--- config.mk ---
export PLATFORM = sky130hd
export DESIGN_NAME = pipelined_adder
export DESIGN_NICKNAME = d
export VERILOG_FILES = /design/src/rtl/pipelined_adder.sv
export SDC_FILE = /design/constraint.sdc
export NUM_CORES = 1
export LEC_CHECK = 0
export CORE_ASPECT_RATIO = 0.7
export CORE_MARGIN = 3
export CORE_UTILIZATION = 25
export CTS_BUF_LIST = sky130_fd_sc_hd__clkbuf_16
export CTS_CLUSTER_DIAMETER = 200
export DETAILED_ROUTE_END_ITERATION = 8
export DONT_BUFFER_PORTS = 1
export PLACE_DENSITY = 0.43
export SKIP_LAST_GASP = 1
export SYNTH_ARGS = -nofsm -noshare
export SYNTH_HDL_FRONTEND = slang
export SYNTH_SLANG_ARGS = --single-unit
--- constraint.sdc ---
create_clock -name clk -period 4.6 [get_ports clk]
set_input_delay 1.38 -clock clk [delete_from_list [all_inputs] [get_ports clk]]
set_output_delay 1.38 -clock clk [all_outputs]
set_load 0.005 [all_outputs]
--- src/rtl/pipelined_adder.sv ---
// Pipelined N-bit adder/subtractor with a valid/ready handshake.
// The carry chain is cut into STAGES equal chunks, one chunk per register stage.
// Each stage register holds a mixed word: completed sum bits below the chunk
// boundary and untouched operand-A bits above it. Operand B' travels in skew
// registers alongside. The whole pipe advances together under a global stall.
module pipelined_adder #(
  parameter int N      = 8,
  parameter int STAGES = 2
) (
  input  logic         clk,
  input  logic         rst,
  input  logic         in_valid,
  output logic         in_ready,
  input  logic [N-1:0] termA,
  input  logic [N-1:0] termB,
  input  logic         carry_in,
  input  logic         sub,
  output logic         out_valid,
  input  logic         out_ready,
  output logic [N-1:0] sum,
  output logic         carry,
  output logic         overflow
);

  localparam int W  = N / STAGES;
  // Number of B' skew registers between stages (at least one entry so the
  // array stays legal when STAGES is 1).
  localparam int NB = (STAGES > 1) ? (STAGES - 1) : 1;

  // Refuse to elaborate when the width cannot be split into equal chunks.
  if ((STAGES < 1) || ((N % STAGES) != 0)) begin : g_bad_params
    $error("pipelined_adder: N must be a multiple of STAGES and STAGES >= 1");
  end

  // Stage registers.
  logic [N-1:0] data_r  [STAGES];  // sum bits below the boundary, A bits above
  logic [N-1:0] b_r     [NB];      // inverted-or-not operand B for later chunks
  logic         cy_r    [STAGES];  // carry out of the chunk just completed
  logic         vld_r   [STAGES];  // stage holds a live operation
  logic         ovf_r;             // signed overflow of the finished result

  // Per-stage inputs, either from the ports (stage 0) or the previous stage.
  logic [N-1:0] a_in    [STAGES];
  logic [N-1:0] b_in    [STAGES];
  logic         c_in    [STAGES];
  logic         v_in    [STAGES];

  logic advance;

  // A global stall: the pipe only moves when the output slot is free or draining.
  assign advance   = !vld_r[STAGES-1] || out_ready;
  assign in_ready  = advance;

  assign out_valid = vld_r[STAGES-1];
  assign sum       = data_r[STAGES-1];
  assign carry     = cy_r[STAGES-1];
  assign overflow  = ovf_r;

  for (genvar k = 0; k < STAGES; k++) begin : g_stage
    logic [W:0]   part;
    logic [N-1:0] next_data;

    if (k == 0) begin : g_first
      // Subtraction is A + ~B + ~borrow, so invert B and the carry-in here.
      assign a_in[k] = termA;
      assign b_in[k] = sub ? ~termB : termB;
      assign c_in[k] = carry_in ^ sub;
      assign v_in[k] = in_valid;
    end else begin : g_next
      assign a_in[k] = data_r[k-1];
      assign b_in[k] = b_r[k-1];
      assign c_in[k] = cy_r[k-1];
      assign v_in[k] = vld_r[k-1];
    end

    // One W-bit slice of the carry chain, with its carry out in the top bit.
    assign part = {1'b0, a_in[k][k*W +: W]} + {1'b0, b_in[k][k*W +: W]}
                + {{W{1'b0}}, c_in[k]};

    // Replace this stage's chunk of the mixed word with the finished sum bits.
    always_comb begin
      next_data             = a_in[k];
      next_data[k*W +: W]   = part[W-1:0];
    end

    // Stage state: valid always follows the pipe, data only loads for live ops
    // so the output keeps its last value across bubbles.
    always_ff @(posedge clk) begin
      if (rst) begin
        vld_r[k]  <= 1'b0;
        data_r[k] <= '0;
        cy_r[k]   <= 1'b0;
      end else if (advance) begin
        vld_r[k] <= v_in[k];
        if (v_in[k]) begin
          data_r[k] <= next_data;
          cy_r[k]   <= part[W];
        end else begin
          data_r[k] <= data_r[k];
          cy_r[k]   <= cy_r[k];
        end
      end else begin
        vld_r[k]  <= vld_r[k];
        data_r[k] <= data_r[k];
        cy_r[k]   <= cy_r[k];
      end
    end

    if (k < STAGES - 1) begin : g_skew
      // Carry operand B' forward for the chunks still to be added.
      always_ff @(posedge clk) begin
        if (rst) begin
          b_r[k] <= '0;
        end else if (advance && v_in[k]) begin
          b_r[k] <= b_in[k];
        end else begin
          b_r[k] <= b_r[k];
        end
      end
    end else begin : g_ovf
      // Carry into the MSB is a^b^s at bit N-1; overflow is that XOR carry out.
      always_ff @(posedge clk) begin
        if (rst) begin
          ovf_r <= 1'b0;
        end else if (advance && v_in[k]) begin
          ovf_r <= a_in[k][N-1] ^ b_in[k][N-1] ^ part[W-1] ^ part[W];
        end else begin
          ovf_r <= ovf_r;
        end
      end
    end
  end

endmodule

# == After elaboration in Yosys (flattened, before gate mapping) ==
# Memories as Yosys holds them, arrays and structs flattened.
# Cells that the tools add are included.
# totals
out_inout_bits,12
inputBits,22
word_cells,87
memories,4
ram_bits,28
regBits,1
# memory_table
name,depth,word_bits,read_ports,rd_ports_with_merged_regs,write_ports,line,source
data_r,2,8,2,0,2,36,logic [N-1:0] data_r [STAGES];
b_r,1,8,1,0,1,37,logic [N-1:0] b_r [NB];
cy_r,2,1,2,0,2,38,logic cy_r [STAGES];
vld_r,2,1,2,0,2,39,logic vld_r [STAGES];
# op_classes
bitwise,21
n_mux,51
n_reduce_logical,6
n_addsub,4
# ops
operator,count
two-way mux 8 bit,9
two-way mux 1 bit,42
OR 1 bit,16
OR reduction 8 bit,2
adder 4 x 4 -> 5 bit,2
adder 5 x 1 -> 5 bit,2
inverter 8 bit,1
bitwise XOR 1 bit,4
logical AND 1 bit,2
zero test 1 bit,1
logical OR 1 bit,1

# == Logic depth before layout (Yosys ltp) ==
# Gate-level depths: netlist of run 1.
# depth
word_depth,9
depth_mapped,9
ltp_nobuf,8

# == Worst setup path before layout of run 1 ==
# OpenSTA, ideal clock, no wires.
# synth_path
kind,input to register
start,in sub
end,mem data_r[0][1] (data pin)
setup_ns,0.256
required_time_ns,4.344
n_path_buf,1
path_slack_ns,1.601
stages,6
t_arrival_ns,2.744
path_cell_list,buf_2 -> xnor2_1 -> fa_1 -> inv_1 -> fa_1 -> and2_2
# synth_lines
item,line,source
from (decl),17,"input logic sub,"
to (decl),36,

# == Worst setup path in the final report of run 1 ==
# layout_path
start,in out_ready
end,out in_ready
# layout_via
elab_chain_cells,1
# layout_lines
item,line,source
from (decl),19,"input logic out_ready,"
logical OR 1 bit,51,assign advance = !vld_r[STAGES-1] || out_ready;
to (decl),13,"output logic in_ready,"
# Every way passes these cells.

==> results.md, run 1 <==
- Number of global-route vias before repair: 768
- Final WL: around 2200 um
- Setup-failing EPs final: 0
- Setup crit end: in_ready
- Register area share after synthesis: between 50% and 60%
- Core area: ~5000 um^2
- YS warnings: 0
- Slack of the worst reg-to-reg path: around 2700 ps
- Leak pwr: between 0.5 and 0.6 nW
- Worst-skew pair later-pin latency: roughly 250 ps
- Worst r2r path cells: 7
- Met3 GRT Util: between 2 and 2.5%
- Post-Synthesis Cells: 103
- CP Launch Point: out_ready
- Layout cell share with drive strength beyond 1: 13.5%
- Drt via density: a little under 4
- Max H-tree Level: 1
- Die width: 93.2 um
- Drt pass-1 iters: 4
- Crit-path slowest cell: nand2b_4
- Chip height: 67.0 um
- Via Count: 672
- Reg2reg end: overflow$_SDFFE_PP0N_
- I/O Buffers: 0
- WP depth: 1
- Hold Path Class: flop to flop
- Largest net degree at the start of global routing: 17
- Mapped Nets: between 100 and 150
- Hold path cells: 2
- WS Path Type: input pin to output pin
- PwrDens: 373 nW/um^2
- GRT overflow: 0
- GP Congestion: 0.703
- Post-CTS Resized: 0
- Slew HR: 73.5%
- Place WS: between 1500 and 2000 ps
- Mapped Area: roughly 1300 um^2
- Sink Count: 25
- GRT Max-Usage Layer: met1
- Area Growth Syn to Fin: 10.9%
- Io pins: 34
- Clk_skew: 1.87 ps
- Count of final hold-check violations: 0
- Final ANT Viol Nets: 0
- Fmax: 344 MHz
- Hpwl dp: 1750 um
- Initial antenna violation count: 0
- CTS clock-pin slew for the worst setup and hold paths: 60 ps
- WL per Instance: ~12 um
- CTS tree: built
- # hold bufs at CTS: 0
- Die area: 6250 um^2
- Post-synthesis register bit count: 25
- CP max stage delay: 150 ps
- Max Cap Viol: 0
- Worst Path Buf+Inv: 0
- First-pass GRT wire length: 3710 um
- Crit end category: output pin
- Post-CTS setup buffer count: 0
- Distinct cells, synth: 29
- Family with the most delay on the worst path: simple AND/OR/NAND/NOR gates
- Worst path cell trace: nand2b_4
- Root Driver: clkbuf_16
- Nets: 137
- Total Routing Usage GR: under 10%
- Fin crit share: between 60% and 70%
- Syn Area/Cell: 12.9 um^2
- Grt met2 use: 11.1%
- Reg-to-reg startpoint: data_r[0][4]$_SDFFCE_PN0P_
- 1st-iter DRT viols: 40
- Crit path DAT: 1530 ps
- Min cycle time layout: ~2900 ps
- Critical Path Fanout Max: 6
- Worst-Margin Slew: 397 ps
- Max Slew Vio Count: 0
- Ant. Diodes: 0
- Final setup TNS: 0 ps
- Type of origin of the critical path: input pin
- RSZ-0062 raised after global routing: false
- GR Util met1: ~11%
- Worst-case clock buffer depth: 2
- Num rows: 21
- Starting Density: between 20% and 30%
- CP Data Required Time: between 3000 and 4000 ps
- CTS Buf Count: 3
- Status: finished, final reports clean
- DRC: 0
- Peak VDD IR: between 0.08 and 0.09 mV
- Setup ws final: 1690 ps
placed cells by master (no fill, tap or decap):
cell type and n:
edfxtp_1 24, nor2_1 12, nor2b_1 8, inv_1 7, xnor2_1 7, xor2_1 6, ha_1 6, and2_2 5
a21oi_1 4, fa_1 4, clkbuf_16 3, or2b_1 2, nand2_1 2, nand2b_4 1, or2_2 1, a21o_2 1
nand2_2 1, or2_1 1, inv_6 1, a21o_1 1, nand2b_1 1, a311oi_1 1, o21ai_0 1, a21boi_0 1
nor3b_1 1, nor3_2 1, dfxtp_1 1
cell usage after synthesis (all sizes together):
master	number	area, um^2
a21oi	4	20.0
nor3b	1	7.51
xnor2	7	61.3
inv	7	31.3
nor2b	8	50.1
buf	2	16.3
a21o	2	16.3
o21ai	1	5.00
dfxtp	1	20.0
or2	2	12.5
and2	5	37.5
xor2	6	52.6
a21boi	1	7.51
ha	6	75.1
fa	4	80.1
nand2	3	13.8
nor3	1	10.0
clkbuf	1	3.75
nor2	12	45.0
or2b	2	15.0
nand2b	2	20.0
a311oi	1	8.76
edfxtp	24	721
power by group:
group	total [mW]	switching, mW	internal [mW]
Combinational	0.0739	0.0389	0.0350
Clock	0.190	0.0735	0.116
Sequential	0.287	0.0105	0.277
how the worst min path moves through the flow:
stage | start | endpoint | slack (ps)
4_1_cts | vld_r[0]$_DFFE_PP_ | overflow$_SDFFE_PP0N_ | 540
3_3_place_gp | vld_r[0]$_DFFE_PP_ | overflow$_SDFFE_PP0N_ | 510
3_5_place_dp | data_r[0][0]$_SDFFCE_PN0P_ | data_r[1][0]$_SDFFCE_PN0P_ | 520
5_1_grt | overflow$_SDFFE_PP0N_ | overflow$_SDFFE_PP0N_ | 570
6_report | overflow$_SDFFE_PP0N_ | overflow$_SDFFE_PP0N_ | 530
2_1_floorplan | vld_r[0]$_DFFE_PP_ | overflow$_SDFFE_PP0N_ | 490
cell type report:
class,count,area [um^2]
fill,500,3490
sequential,25,741
multi-input combinational,68,538
tap,69,86.3
clock buffer,3,75.1
inverter,7,31.3
clock inverter,1,3.75
stage by stage:
| stage | util (%) | hold slack, ps | power, mW | instances | cell area [um^2] |
|---|---|---|---|---|---|
| floorplan | - | 485 | 0.351 | 103 | 1330 |
| global placement | 28.1 | 505 | 0.366 | 169 | 1400 |
| detailed placement | 28.1 | 524 | 0.367 | 169 | 1400 |
| CTS | 29.7 | 538 | 0.556 | 173 | 1480 |
| global route | 29.7 | 570 | 0.581 | 173 | 1480 |
| finish | 29.7 | 533 | 0.551 | 173 | 1480 |
sequential cells by signal, summed over array words and instances (netlist names):
signal    flops
overflow      1
b_r           4
cy_r          2
vld_r         2
data_r       16
logic make-up (layout without fill, tap and decap cells):
family,after synthesis,in the layout,share of synthesized area [%]
and+or+nand+nor,36,36,15.9
DFF,25,25,55.7
xor gates and xnor gates,13,13,8.56
adders and majority gates,10,10,11.7
buffers and inverters,10,11,3.86
AOI/OAI and AO/OA,9,9,4.33
metal layers:
metal	vias to the layer above	part of all wire (%)
met3	0	5.8
met4	0	0
met1	299	53
met2	26	41
li1	347	-
met5	-	0
No activity file was read; power rests on OpenSTA's default activity.
==> run 2, diff against run 1 <==
--- a/config.mk
+++ b/config.mk
@@ -12,7 +12,7 @@
 export CTS_CLUSTER_DIAMETER = 200
 export DETAILED_ROUTE_END_ITERATION = 8
 export DONT_BUFFER_PORTS = 1
-export PLACE_DENSITY = 0.43
+export PLACE_DENSITY = 0.45
 export SKIP_LAST_GASP = 1
 export SYNTH_ARGS = -nofsm -noshare
 export SYNTH_HDL_FRONTEND = slang
==> constraint.sdc (replaced) <==
create_clock -name clk -period 2.4 [get_ports clk]
set_input_delay 0.72 -clock clk [delete_from_list [all_inputs] [get_ports clk]]
set_output_delay 0.72 -clock clk [all_outputs]
set_load 0.005 [all_outputs]
==> results.md, run 2 (synthesis results as in run 1) <==
- WL per Instance: 12.2 um
- Met3 routed WL: 159 um
- Clock power frac: 34.5%
- Crit path top cell by count: fa_1
- CTS clock-pin slew for the worst setup and hold paths: 60 ps
- Max Slew Vio Count: 0
- Fin crit share: slightly above 80%
- Critical Path Fanout Max: 9
- Slack of the worst reg-to-reg path: 600 ps
- Min cycle time layout: between 1500 and 2000 ps
- Ant. Diodes: 0
- Most flops, register: data_r
- CTS tree: built
- GP Congestion: 0.698
- Combinational share of power: 13.4%
- Number of global-route vias before repair: between 600 and 700
- Die width: 93.2 um
- WP depth: 5
- Peak VDD IR: between 0.3 and 0.4 mV
- Leak pwr: 0.563 nW
- Largest regs: data_r: 16 flops, b_r: 4 flops
- Worst Path Buf+Inv: 1
- CP max stage delay: 430 ps
- WS Path Type: input pin to flop
- Post-CTS setup buffer count: 0
- Highest Signal Layer: met3
- Drt pass-1 iters: 4
- First-pass GRT wire length: roughly 3500 um
- Largest net degree at the start of global routing: 17
- Most frequent cells in the layout: edfxtp_1 (24), nor2_1 (12), nor2b_1 (8), xnor2_1 (7)
- Worst r2r path cells: 7
- Layout cell share with drive strength beyond 1: 14.4%
- Worst-skew pair later-pin latency: 260 ps
- Slew HR: 71.3%
- DRC: 0
- Core area: 4970 um^2
- Worst path cell trace: xnor2_1, fa_1, inv_1, fa_1, and2_2
- Final ANT Viol Nets: 0
- Total Routing Usage GR: 7.46%
- Post-CTS Resized: 0
- Count of final hold-check violations: 0
- Via Count: 691
- Area Growth Syn to Fin: 11.2%
- Sw power: 233 uW
- Crit path DAT: 1950 ps
- Final setup TNS: 0 ps
- WL met2: between 800 and 900 um
- Family with the most delay on the worst path: adder cells
- CTS Buf Count: 3
- Io pins: 34
- I/O Buffers: 0
- PwrDens: 714 nW/um^2
- Crit end category: flop
- Seq pwr share: a little over half
- Fmax: 516 MHz
- Wire length on met1: around 1100 um
- Sink Count: 25
- Chip height: roughly 67 um
- Initial antenna violation count: 0
- # hold bufs at CTS: 0
- Root Driver: clkbuf_16
- Nets: 137
- Pint: 823 uW
- Die area: 6250 um^2
- Clk_skew: 3.22 ps
- Setup-failing EPs final: 0
- Hold path cells: 1
- Starting Density: between 20% and 30%
- Hold Path Class: flop to flop
- Final WL: 2110 um
- Place WS: 178 ps
- Drt via density: 3.99
- Type of origin of the critical path: input pin
- CP Data Required Time: 2410 ps
- Num rows: 21
- Commonest non-fill, non-tap cell in the layout: edfxtp_1
- Net Sw Frac: 22.0%
- 1st-iter DRT viols: 17
- Setup ws final: 460 ps
- GRT overflow: 0
- RSZ-0062 raised after global routing: false
- Worst-case clock buffer depth: 2
- Max reg flops: 16
- Max H-tree Level: 1
- Crit-path slowest cell: fa_1
- Status: finished, final reports clean
- Worst-Margin Slew: 430 ps
- Max Cap Viol: 0
## run 2: cell types whose count changed in the layout (fill, tap and decap cells not counted), sizes merged
cell / previous run / this run
clkinvlp: 0 / 1
inv: 8 / 7
## run 2: worst paths after layout
kind | from | to
min reg2reg | vld_r[0]$_DFFE_PP_ | overflow$_SDFFE_PP0N_
max | sub | data_r[0][1]$_SDFFCE_PN0P_
min | vld_r[0]$_DFFE_PP_ | overflow$_SDFFE_PP0N_
max reg2reg | data_r[0][4]$_SDFFCE_PN0P_ | overflow$_SDFFE_PP0N_
## run 2: per-stage QoR
| stage | utilization, % | instances | area (um^2) | hold WS [ps] | power [mW] |
|---|---|---|---|---|---|
| floorplan | - | 103 | 1330 | 485 | 0.673 |
| finish | 29.8 | 173 | 1480 | 521 | 1.06 |
| detailed placement | 28.1 | 169 | 1400 | 507 | 0.704 |
| global route | 29.8 | 173 | 1480 | 528 | 1.12 |
| CTS | 29.8 | 173 | 1480 | 516 | 1.07 |
| global placement | 28.1 | 169 | 1400 | 499 | 0.700 |
## run 2: metal layers
layer,track usage [%],vias to the layer above
met4,2.19,0
met5,0,-
met2,10.1,33
met3,2.93,0
met1,10.7,312
li1,-,346
## run 2: power groups by stage
stage,Sequential (mW),Clock (mW),Combinational [mW]
after floorplan,0.554,0,0.120
after global placement,0.561,0,0.139
after detailed placement,0.561,0,0.143
after CTS,0.552,0.376,0.143
after global routing,0.555,0.401,0.164
final,0.550,0.364,0.141
## run 2: final cells by class
type                            count  area [um^2]
Inverter                            7         31.3
Tap cell                           69         86.3
Sequential cell                    25          741
Multi-Input combinational cell     68          538
Fill cell                         500         3490
Clock buffer                        3         75.1
Clock inverter                      1         7.51
==> run 3, diff against run 2 <==
--- a/config.mk
+++ b/config.mk
@@ -12,7 +12,7 @@
 export CTS_CLUSTER_DIAMETER = 200
 export DETAILED_ROUTE_END_ITERATION = 8
 export DONT_BUFFER_PORTS = 1
-export PLACE_DENSITY = 0.45
+export PLACE_DENSITY = 0.43
 export SKIP_LAST_GASP = 1
 export SYNTH_ARGS = -nofsm -noshare
 export SYNTH_HDL_FRONTEND = slang
==> constraint.sdc (replaced) <==
create_clock -name clk -period 1.9 [get_ports clk]
set_input_delay 0.57 -clock clk [delete_from_list [all_inputs] [get_ports clk]]
set_output_delay 0.57 -clock clk [all_outputs]
set_load 0.005 [all_outputs]
==> results.md, run 3 (synthesis results as in run 1) <==
- Pint: 1.05 mW
- # hold bufs at CTS: 0
- Max reg flops: 16
- CP max stage delay: 410 ps
- Chip height: roughly 67 um
- Drt pass-1 iters: 4
- Worst path cell trace: fa_2, inv_1, fa_2, nand2b_1, a21oi_1, xor2_1, a311oi_1
- Type of origin of the critical path: flop
- Layout cell share with drive strength beyond 1: 21.7%
- Number of global-route vias before repair: 703
- Min cycle time layout: ~1800 ps
- Clk_skew: 1.47 ps
- Met3 GRT Util: 3.50%
- GRT overflow: 0
- Worst-case clock buffer depth: 2
- Root Driver: clkbuf_16
- Worst-skew pair later-pin latency: between 200 and 300 ps
- DRC: 0
- Family with the most delay on the worst path: adder cells
- Nets: between 100 and 150
- Post-CTS setup buffer count: 0
- Initial antenna violation count: 0
- Die area: 6250 um^2
- GR Util met1: 11.6%
- Seq pwr share: 52.0%
- Crit-path slowest cell: edfxtp_1
- Ant. Diodes: 0
- Max Slew Vio Count: 0
- Peak VDD IR: between 0.3 and 0.4 mV
- Fin util: 30.8%
- Largest regs: data_r: 16 flops, b_r: 4 flops
- Total Routing Usage GR: 7.89%
- Filler cells: ~490
- Hold path cells: 1
- First-pass GRT wire length: 3610 um
- Status: finished, final reports clean
- Combinational share of power: between 10 and 15%
- RSZ-0062 raised after global routing: false
- Sw power: 293 uW
- Crit path DAT: 1940 ps
- WP depth: 7
- Critical Path Fanout Max: 2
- Crit path top cell by count: fa_2
- Most frequent cells in the layout: edfxtp_1 (24), nor2_1 (12), nor2b_1 (8)
- Area Growth Syn to Fin: 15.1%
- CTS Buf Count: 3
- Worst-Margin Slew: 439 ps
- Max Cap Viol: 0
- Worst r2r path cells: 7
- Io pins: 34
- Starting Density: 26.8%
- Setup-failing EPs final: 0
- Core area: roughly 5000 um^2
- Post-CTS Resized: 0
- Die width: between 90 and 100 um
- Most flops, register: data_r
- GP Congestion: 0.690
- I/O Buffers: 0
- PwrDens: ~880 nW/um^2
- CTS tree: built
- Count of final hold-check violations: 0
- Slew HR: 70.7%
- Via Count: 679
- CP Data Required Time: 2060 ps
- Crit end category: flop
- CTS clock-pin slew for the worst setup and hold paths: 60 ps
- Commonest non-fill, non-tap cell in the layout: edfxtp_1
- Grt met2 use: approximately a tenth
- Worst Path Buf+Inv: 1
- Sink Count: 25
- GRT Max-Usage Layer: met1
- Leak pwr: 0.590 nW
- Final WL: around 2300 um
- Net Sw Frac: 21.9%
- WL per Instance: roughly 13 um
- Max H-tree Level: 1
- WS Path Type: flop to flop
- Clock power frac: 33.8%
- Fmax: 562 MHz
- Hold Path Class: input pin to flop
- Fin crit share: 93.7%
- Num rows: 21
- Hpwl dp: 1810 um
- 1st-iter DRT viols: 14
- Final ANT Viol Nets: 0
- Largest net degree at the start of global routing: 17
- Fin Hold WS: 388 ps
- Drt via density: slightly below 4
[run 3: path summary, 6_finish.rpt]
kind	from	end	slack [ps]
min reg2reg	vld_r[0]$_DFFE_PP_	overflow$_SDFFE_PP0N_	530
max	data_r[0][4]$_SDFFCE_PN0P_	overflow$_SDFFE_PP0N_	120
min	rst	overflow$_SDFFE_PP0N_	390
max reg2reg	data_r[0][4]$_SDFFCE_PN0P_	overflow$_SDFFE_PP0N_	120
[run 3: per-layer routing]
| metal | up-vias | part of all wire [%] |
|---|---|---|
| met3 | 2 | 8.1 |
| li1 | 349 | - |
| met5 | - | 0 |
| met4 | 0 | 1.6 |
| met2 | 27 | 36 |
| met1 | 301 | 54 |
[run 3: cell type report]
type	instances	area (um^2)	area share [%]
repair buffers	2	15.0	0.981
multi-input cells	68	578	37.8
well taps	69	86.3	5.64
inverters	7	31.3	2.04
clock buffers	3	75.1	4.91
flip-flops and latches	25	741	48.4
clock inverters	1	3.75	0.245
[run 3: per-stage QoR]
| step | worst slack (ps) | instance area (um^2) | total power [mW] | instances | TNS (ps) |
|---|---|---|---|---|---|
| after floorplan | -158 | 1380 | 0.867 | 103 | -380 |
| after global placement | -58.1 | 1450 | 0.902 | 171 | -106 |
| after detailed placement | -75.3 | 1450 | 0.901 | 171 | -118 |
| after CTS | 42.0 | 1530 | 1.36 | 175 | 0 |
| after global routing | 2.01 | 1530 | 1.42 | 175 | 0 |
| final | 120 | 1530 | 1.34 | 175 | 0 |
[run 3: power by group through the flow]
| stage | sequential (mW) | clock (mW) | combinational, mW |
|---|---|---|---|
| after global placement | 0.708 | 0 | 0.193 |
| final | 0.697 | 0.453 | 0.190 |
| after global routing | 0.702 | 0.497 | 0.225 |
| after floorplan | 0.699 | 0 | 0.168 |
| after detailed placement | 0.709 | 0 | 0.191 |
| after CTS | 0.698 | 0.466 | 0.193 |
[run 3: worst reg2reg max path, stage by stage, from the launching register on]
cell and delay [ps]:
edfxtp_1 410, fa_2 400, inv_1 80, fa_2 200, nand2b_1 100, a21oi_1 80
xor2_1 150, a311oi_1 270
